File: config.mk
export PLATFORM = sky130hd
export DESIGN_NAME = puzzle_run_controller
export DESIGN_NICKNAME = d
export VERILOG_FILES = /design/src/rtl/puzzle_run_pkg.sv /design/src/rtl/result_byte_serializer.sv /design/src/rtl/puzzle_run_controller.sv
export SDC_FILE = /design/constraint.sdc
export NUM_CORES = 1
export LEC_CHECK = 0
export ABC_AREA = 1
export CAP_MARGIN = 20
export CELL_PAD_IN_SITES_DETAIL_PLACEMENT = 1
export CELL_PAD_IN_SITES_GLOBAL_PLACEMENT = 1
export CORE_MARGIN = 5
export CORE_UTILIZATION = 36
export CTS_BUF_LIST = sky130_fd_sc_hd__clkbuf_2 sky130_fd_sc_hd__clkbuf_4 sky130_fd_sc_hd__clkbuf_8
export DETAILED_ROUTE_END_ITERATION = 10
export PLACE_DENSITY_LB_ADDON = 0.1
export SETUP_SLACK_MARGIN = 0.4
export SYNTH_ARGS = -nofsm -noshare
export SYNTH_HDL_FRONTEND = slang
export SYNTH_SLANG_ARGS = --single-unit
File: constraint.sdc
create_clock -name clk -period 2.1 [get_ports clk]
set_input_delay 0.315 -clock clk [delete_from_list [all_inputs] [get_ports clk]]
set_output_delay 0.315 -clock clk [all_outputs]
set_load 0.005 [all_outputs]
File: src/rtl/puzzle_run_pkg.sv
// Shared definitions for the puzzle run controller: FSM states and frame sizing.
package puzzle_run_pkg;

  typedef enum logic [2:0] {
    ST_IDLE,
    ST_HOLD,
    ST_RUN,
    ST_SETTLE,
    ST_CAPTURE,
    ST_STREAM
  } run_state_e;

  // Bytes in one output frame: all result words followed by the cycle count.
  function automatic int frame_bytes(input int n_results, input int result_width,
                                     input int cycle_width);
    return n_results * result_width / 8 + cycle_width / 8;
  endfunction

  function automatic int byte_idx_width(input int n_bytes);
    return (n_bytes > 1) ? $clog2(n_bytes) : 1;
  endfunction

  localparam int DEFAULT_FRAME_BYTES = frame_bytes(2, 64, 32);
  localparam int DEFAULT_BYTE_IDX_W  = byte_idx_width(DEFAULT_FRAME_BYTES);

endpackage

File: src/rtl/result_byte_serializer.sv
// Holds the captured results plus cycle count and streams them LSB-first as a
// byte frame over a valid/ready link.
module result_byte_serializer
  import puzzle_run_pkg::*;
#(
  parameter int N_RESULTS    = 2,
  parameter int RESULT_WIDTH = 64,
  parameter int CYCLE_WIDTH  = 32
) (
  input  logic                              clk,
  input  logic                              rst_n,
  input  logic                              load_i,
  input  logic [N_RESULTS*RESULT_WIDTH-1:0] results_i,
  input  logic [CYCLE_WIDTH-1:0]            count_i,
  output logic [7:0]                        out_data_o,
  output logic                              out_valid_o,
  output logic                              out_last_o,
  input  logic                              out_ready_i,
  output logic                              frame_done_o
);

  localparam int B       = frame_bytes(N_RESULTS, RESULT_WIDTH, CYCLE_WIDTH);
  localparam int IDX_W   = byte_idx_width(B);
  localparam int FRAME_W = 8 * B;

  logic [FRAME_W-1:0] frame_q;
  logic [FRAME_W-1:0] load_frame;
  logic [IDX_W-1:0]   idx_q;
  logic [IDX_W-1:0]   idx_next;
  logic [7:0]         out_data_q;
  logic               out_valid_q;
  logic               out_last_q;
  logic               xfer;

  assign load_frame = {count_i, results_i};
  assign idx_next   = idx_q + 1'b1;
  assign xfer       = out_valid_q && out_ready_i;

  always_ff @(posedge clk or negedge rst_n) begin
    // NOTE: frame storage is reset along with control so a discarded frame
    // never leaks onto out_data after an asynchronous reset.
    if (!rst_n) begin
      frame_q     <= '0;
      idx_q       <= '0;
      out_data_q  <= '0;
      out_valid_q <= 1'b0;
      out_last_q  <= 1'b0;
    end else if (load_i) begin
      // NOTE: non-blocking assignments so every register samples pre-edge values.
      frame_q     <= load_frame;
      idx_q       <= '0;
      out_data_q  <= load_frame[7:0];
      out_valid_q <= 1'b1;
      out_last_q  <= (B == 1);
    end else if (xfer) begin
      if (out_last_q) begin
        out_valid_q <= 1'b0;
        out_last_q  <= 1'b0;
      end else begin
        idx_q      <= idx_next;
        out_data_q <= frame_q[8*int'(idx_next) +: 8];
        out_last_q <= (int'(idx_next) == B - 1);
      end
    end
  end

  assign out_data_o   = out_data_q;
  assign out_valid_o  = out_valid_q;
  assign out_last_o   = out_last_q;
  assign frame_done_o = xfer && out_last_q;

endmodule

File: src/rtl/puzzle_run_controller.sv
// Run controller for a dayNN solver core: reset hold, timed run, settle,
// result capture and byte-stream readout of results plus cycle count.
module puzzle_run_controller
  import puzzle_run_pkg::*;
#(
  parameter int N_RESULTS     = 2,
  parameter int RESULT_WIDTH  = 64,
  parameter int CYCLE_WIDTH   = 32,
  parameter int RESET_HOLD    = 5,
  parameter int SETTLE_CYCLES = 5,
  parameter int TIMEOUT       = 0
) (
  input  logic                              clk,
  input  logic                              rst_n,
  input  logic                              start,
  output logic                              core_rst,
  input  logic                              core_done,
  input  logic [N_RESULTS*RESULT_WIDTH-1:0] core_results,
  output logic                              busy,
  output logic [CYCLE_WIDTH-1:0]            cycle_count,
  output logic                              results_valid,
  output logic                              timed_out,
  output logic [7:0]                        out_data,
  output logic                              out_valid,
  input  logic                              out_ready,
  output logic                              out_last
);

  localparam int WAIT_MAX = (RESET_HOLD > SETTLE_CYCLES) ? RESET_HOLD : SETTLE_CYCLES;
  localparam int WAIT_W   = $clog2(WAIT_MAX + 1);

  run_state_e             state_q, state_d;
  logic [WAIT_W-1:0]      wait_cnt_q, wait_cnt_d;
  logic [CYCLE_WIDTH-1:0] cycle_cnt_q, cycle_cnt_d, count_inc;
  logic                   timed_out_q, timed_out_d;
  logic                   results_valid_q, results_valid_d;
  logic                   core_rst_q, core_rst_d;
  logic                   capture;
  logic                   frame_done;

  assign count_inc = (cycle_cnt_q == '1) ? cycle_cnt_q : cycle_cnt_q + CYCLE_WIDTH'(1);
  assign capture   = (state_q == ST_CAPTURE);

  always_comb begin
    // NOTE: every output of this block gets a default first, so no path infers a latch.
    state_d         = state_q;
    wait_cnt_d      = wait_cnt_q;
    cycle_cnt_d     = cycle_cnt_q;
    timed_out_d     = timed_out_q;
    results_valid_d = results_valid_q;
    unique case (state_q)
      ST_IDLE: if (start) begin
        cycle_cnt_d     = '0;
        results_valid_d = 1'b0;
        timed_out_d     = 1'b0;
        wait_cnt_d      = '0;
        state_d         = ST_HOLD;
      end
      ST_HOLD: begin
        wait_cnt_d = wait_cnt_q + 1'b1;
        if (wait_cnt_q == WAIT_W'(RESET_HOLD - 1)) begin
          wait_cnt_d = '0;
          state_d    = ST_RUN;
        end
      end
      ST_RUN: begin
        if (core_done) begin
          wait_cnt_d = '0;
          state_d    = (SETTLE_CYCLES == 0) ? ST_CAPTURE : ST_SETTLE;
        end else begin
          cycle_cnt_d = count_inc;
          if (TIMEOUT != 0 && count_inc == CYCLE_WIDTH'(TIMEOUT)) begin
            timed_out_d = 1'b1;
            state_d     = ST_CAPTURE;
          end
        end
      end
      // core_done is deliberately not looked at while settling.
      ST_SETTLE: begin
        wait_cnt_d = wait_cnt_q + 1'b1;
        if (wait_cnt_q == WAIT_W'(SETTLE_CYCLES - 1)) state_d = ST_CAPTURE;
      end
      ST_CAPTURE: begin
        results_valid_d = 1'b1;
        state_d         = ST_STREAM;
      end
      ST_STREAM: if (frame_done) state_d = ST_IDLE;
      default: state_d = ST_IDLE;
    endcase
    core_rst_d = (state_d == ST_IDLE) || (state_d == ST_HOLD);
  end

  always_ff @(posedge clk or negedge rst_n) begin
    if (!rst_n) begin
      state_q         <= ST_IDLE;
      wait_cnt_q      <= '0;
      cycle_cnt_q     <= '0;
      timed_out_q     <= 1'b0;
      results_valid_q <= 1'b0;
      core_rst_q      <= 1'b1;
    end else begin
      state_q         <= state_d;
      wait_cnt_q      <= wait_cnt_d;
      cycle_cnt_q     <= cycle_cnt_d;
      timed_out_q     <= timed_out_d;
      results_valid_q <= results_valid_d;
      core_rst_q      <= core_rst_d;
    end
  end

  result_byte_serializer #(
    .N_RESULTS   (N_RESULTS),
    .RESULT_WIDTH(RESULT_WIDTH),
    .CYCLE_WIDTH (CYCLE_WIDTH)
  ) u_serializer (
    .clk         (clk),
    .rst_n       (rst_n),
    .load_i      (capture),
    .results_i   (core_results),
    .count_i     (cycle_cnt_q),
    .out_data_o  (out_data),
    .out_valid_o (out_valid),
    .out_last_o  (out_last),
    .out_ready_i (out_ready),
    .frame_done_o(frame_done)
  );

  assign core_rst      = core_rst_q;
  assign busy          = (state_q != ST_IDLE);
  assign cycle_count   = cycle_cnt_q;
  assign results_valid = results_valid_q;
  assign timed_out     = timed_out_q;

endmodule

==> impl_metrics.csv <==
group,metric,value,unit
worst_setup_path,critPathRequiredTime,2.52,ns
hold_path,whs_endpoint,"u_serializer.frame_q[27]",
power,powerDensity,1389,nW/um^2
yosys,syn_nets,1683,
worst_setup_path,end_kind,"register",
detailed_routing,drtIter0Drc,643,
detailed_routing,viasPerCell,4.989,
grt,first_global_vias,11750,
grt,grtUsageTotal,23.22,%
clocking,cts_tree,"yes",
clocking,clockBufferDepth,3,
floorplanning,die_w,186.0,um
worst_setup_path,cp_max_fo,4,
final_layout,n_antenna_cell,0,
detailed_routing,dr.pass1.iters,5,
worst_setup_path,r2r_slack,0.22,ns
hold_path,hold_path_startpoint,"core_results[27]",
hold_path,hold_class,"in -> reg",
timing,holdWs,0.3329,ns
yosys,synth_edf_count,0,
final_layout,final_common_cell,"nand2_1",
grt,grt_pass1_wl,63.55,mm
final_layout,post-route-util,54.27,%
final_layout,n_fill_cell,3658,
final_layout,final_cell_mix,"523 x nand2_1, 197 x dfrtp_1, 167 x o21ai_0",
placement,hpwl,27.71,mm
hold_path,hold_depth,3,
grt,antenna_found_initial,0,
yosys,synth-main-ff-cell,"dfrtp_1",
worst_setup_path,r2r_end,"u_serializer.out_data_o[6]",
power,ir_drop,0.7703,mV
clocking,numClockSinks,215,
worst_setup_path,slowest_delay,0.51,ns
placement,post-place-cells,2092,
timing,fmax,530.7,MHz
clocking,clk_pin_slew,0.06,ns
worst_setup_path,cp_slowest_cell,"dfrtp_4",
clocking,clock_latency,0.54,ns
grt,grtUsageMet2,40.99,%
placement,io_buffers,177,
yosys,synth_warnings,0,
yosys,ys_types,33,
grt,grt_overflow_total,0,
grt,grtUsageMet3,3.635,%
yosys,syn_inst,1545,
detailed_routing,drt-wirelength-per-cell,18.84,um
worst_setup_path,worstPathArrival,2.30,ns
clocking,numCtsBuffers,40,
timing,maxSlewViolCount,0,
detailed_routing,ant_nets,0,
worst_setup_path,rr_worst_depth,11,
final_layout,multiInputGateArea,5474,sq um
power,cellLeakagePower,7.831,nW
yosys,ys_ff_latch,215,
status,status,"completed",
timing,fin_setup_tns,0,ns
detailed_routing,wl,42.76,mm
yosys,avgSynthCellArea,7.217,sq um
final_layout,regArea,5405,sq um
final_layout,drive_gt1_share,22.10,%
floorplanning,dieArea,34590,sq um
yosys,synth_area,11150,sq um
timing,rsz0062_at_grt,"yes",
worst_setup_path,r2r_start,"u_serializer.idx_q[0]",
timing,finalSetupViolCount,0,
final_layout,syn2layout_area_growth,48.87,%
floorplanning,rows,64,
timing,fin_crit_sh,89.73,%
worst_setup_path,start_kind,"register",
floorplanning,pin_count,179,
timing,slew_headroom,63.84,%
final_layout,final_nets,1986,
grt,grt_util_met1,29.86,%
floorplanning,core_area,30590,sq um
placement,place_ws,0.1598,ns
detailed_routing,vias,11320,
grt,grt_max_degree,94,
worst_setup_path,crit_chain,"buf_12 > buf_16 > nand3_4 > xor2_2 > buf_6 > clkinvlp_4 > buf_4 > nand3_2 > nand3_2 > nand2_1 > nand2_1",
timing,clock_skew,0.02746,ns
timing,finalCriticalPeriod,1.884,ns
timing,finalHoldViolations,0,
detailed_routing,drt_drc_violations_left,0,
timing,layout_setup_ws,0.2157,ns
worst_setup_path,crit_family,"buffers and inverters",
final_layout,instances_no_fill,2269,
job,drv_cap,0,
worst_setup_path,setup.worst_path.class,"reg -> reg",
clocking,clockRootBuffer,"clkbuf_8",
timing,tightest_slew,0.5411,ns
yosys,async_reset_ff_share,100.0,%
worst_setup_path,crit_buf_inv,5,
yosys,yosysSeqAreaShare,48.26,%
clocking,cts_max_level,2,
floorplanning,initial_core_util,36.45,%
grt,busiest_layer,"met2",
placement,finalWeightedCongestion,0.8743,
floorplanning,chipHeight,186.0,um
-- power breakdown --
group	switching, mW	leakage, nW	internal (mW)
clock network	1.82	0.472	2.81
registers	0.683	2.73	5.58
logic	6.89	4.63	5.28
total	9.40	7.83	13.7
-- repair_timing --
action | 4_1_cts | 5_1_grt
buffers inserted | 62 | 31
pin swaps | 52 | 78
resized for setup | 147 | 151
setup endpoints to repair | 91 | 94
hold buffers | 1 | 0
gates cloned | 9 | 7
hold endpoints to repair | 54 | 0
-- cell families (layout without fill, tap and decap cells) --
kind of cell / after synthesis / in the layout / synth area share (%)
AO/OA/AOI/OAI: 219 / 219 / 10.51
XOR/XNOR: 8 / 8 / 0.8304
adder cells (fa/ha/maj): 5 / 5 / 0.5610
buffers and inverters: 250 / 578 / 9.078
flip-flops: 215 / 215 / 48.26
other: 1 / 1 / 0.03363
AND/OR/NAND/NOR: 847 / 847 / 30.72
-- worst reg2reg max path: stages, from the launching register on --
cell,delay (ns)
dfrtp_4,0.51
buf_12,0.15
buf_16,0.13
nand3_4,0.08
xor2_2,0.20
buf_6,0.15
clkinvlp_4,0.11
buf_4,0.16
nand3_2,0.09
nand3_2,0.06
nand2_1,0.09
nand2_1,0.06
-- worst max path at each step --
stage          depth (start not counted)                         end  slack [ns]             startpoint
2_1_floorplan                         12  u_serializer.out_data_o[7]        0.36  u_serializer.idx_q[0]
5_1_grt                               11  u_serializer.out_data_o[6]        0.12  u_serializer.idx_q[0]
3_3_place_gp                           9  u_serializer.out_data_o[7]        0.19  u_serializer.idx_q[0]
6_report                              11  u_serializer.out_data_o[6]        0.22  u_serializer.idx_q[0]
4_1_cts                               10  u_serializer.out_data_o[3]        0.20  u_serializer.idx_q[0]
3_5_place_dp                           9  u_serializer.out_data_o[3]        0.16  u_serializer.idx_q[0]
-- cells in the mapped netlist, types with 6 or more instances --
| cell | n | area [sq um] |
|---|---|---|
| inv_1 | 167 | 626.9 |
| clkbuf_1 | 38 | 142.6 |
| o21ai_1 | 6 | 30.03 |
| a21oi_1 | 10 | 50.05 |
| o211ai_1 | 24 | 180.2 |
| nor2_1 | 115 | 431.7 |
| nand2_1 | 579 | 2173 |
| o21ai_0 | 176 | 880.8 |
| nand3_1 | 132 | 660.6 |
| dfrtp_1 | 214 | 5355 |
| buf_2 | 35 | 175.2 |
-- sequential cells by signal (all words and copies together), names as in the netlist --
register and flops:
u_serializer.frame_q 160, cycle_count 32, u_serializer.out_data_o 8, u_serializer.idx_q 5
state_q 3, wait_cnt_q 3, core_rst 1, results_valid 1
u_serializer.out_last_o 1, u_serializer.out_valid_o 1
-- per-layer routing --
| metal | vias up | part of all wire (%) | wire [um] |
|---|---|---|---|
| met5 | - | 0 | 0 |
| met4 | 0 | 2.2 | 961 |
| li1 | 5451 | - | - |
| met1 | 5528 | 42 | 17850 |
| met2 | 278 | 51 | 22000 |
| met3 | 62 | 4.5 | 1944 |
-- per-stage QoR --
step | instance area, sq um | power, mW
2_1_floorplan | 11190 | 11.50
3_3_place_gp | 13660 | 14.49
3_5_place_dp | 13660 | 14.71
4_1_cts | 15620 | 21.59
5_1_grt | 16600 | 24.62
6_report | 16600 | 23.06
-- final cells by class --
class | instances | share of cell area, %
Clock inverter | 12 | 1.131
Sequential cell | 215 | 32.56
Timing Repair Buffer | 340 | 21.99
Inverter | 171 | 4.063
Multi-Input combinational cell | 1080 | 32.98
Tap cell | 396 | 2.985
Clock buffer | 55 | 4.296
Note: power is estimated with default switching activity, not from simulation.
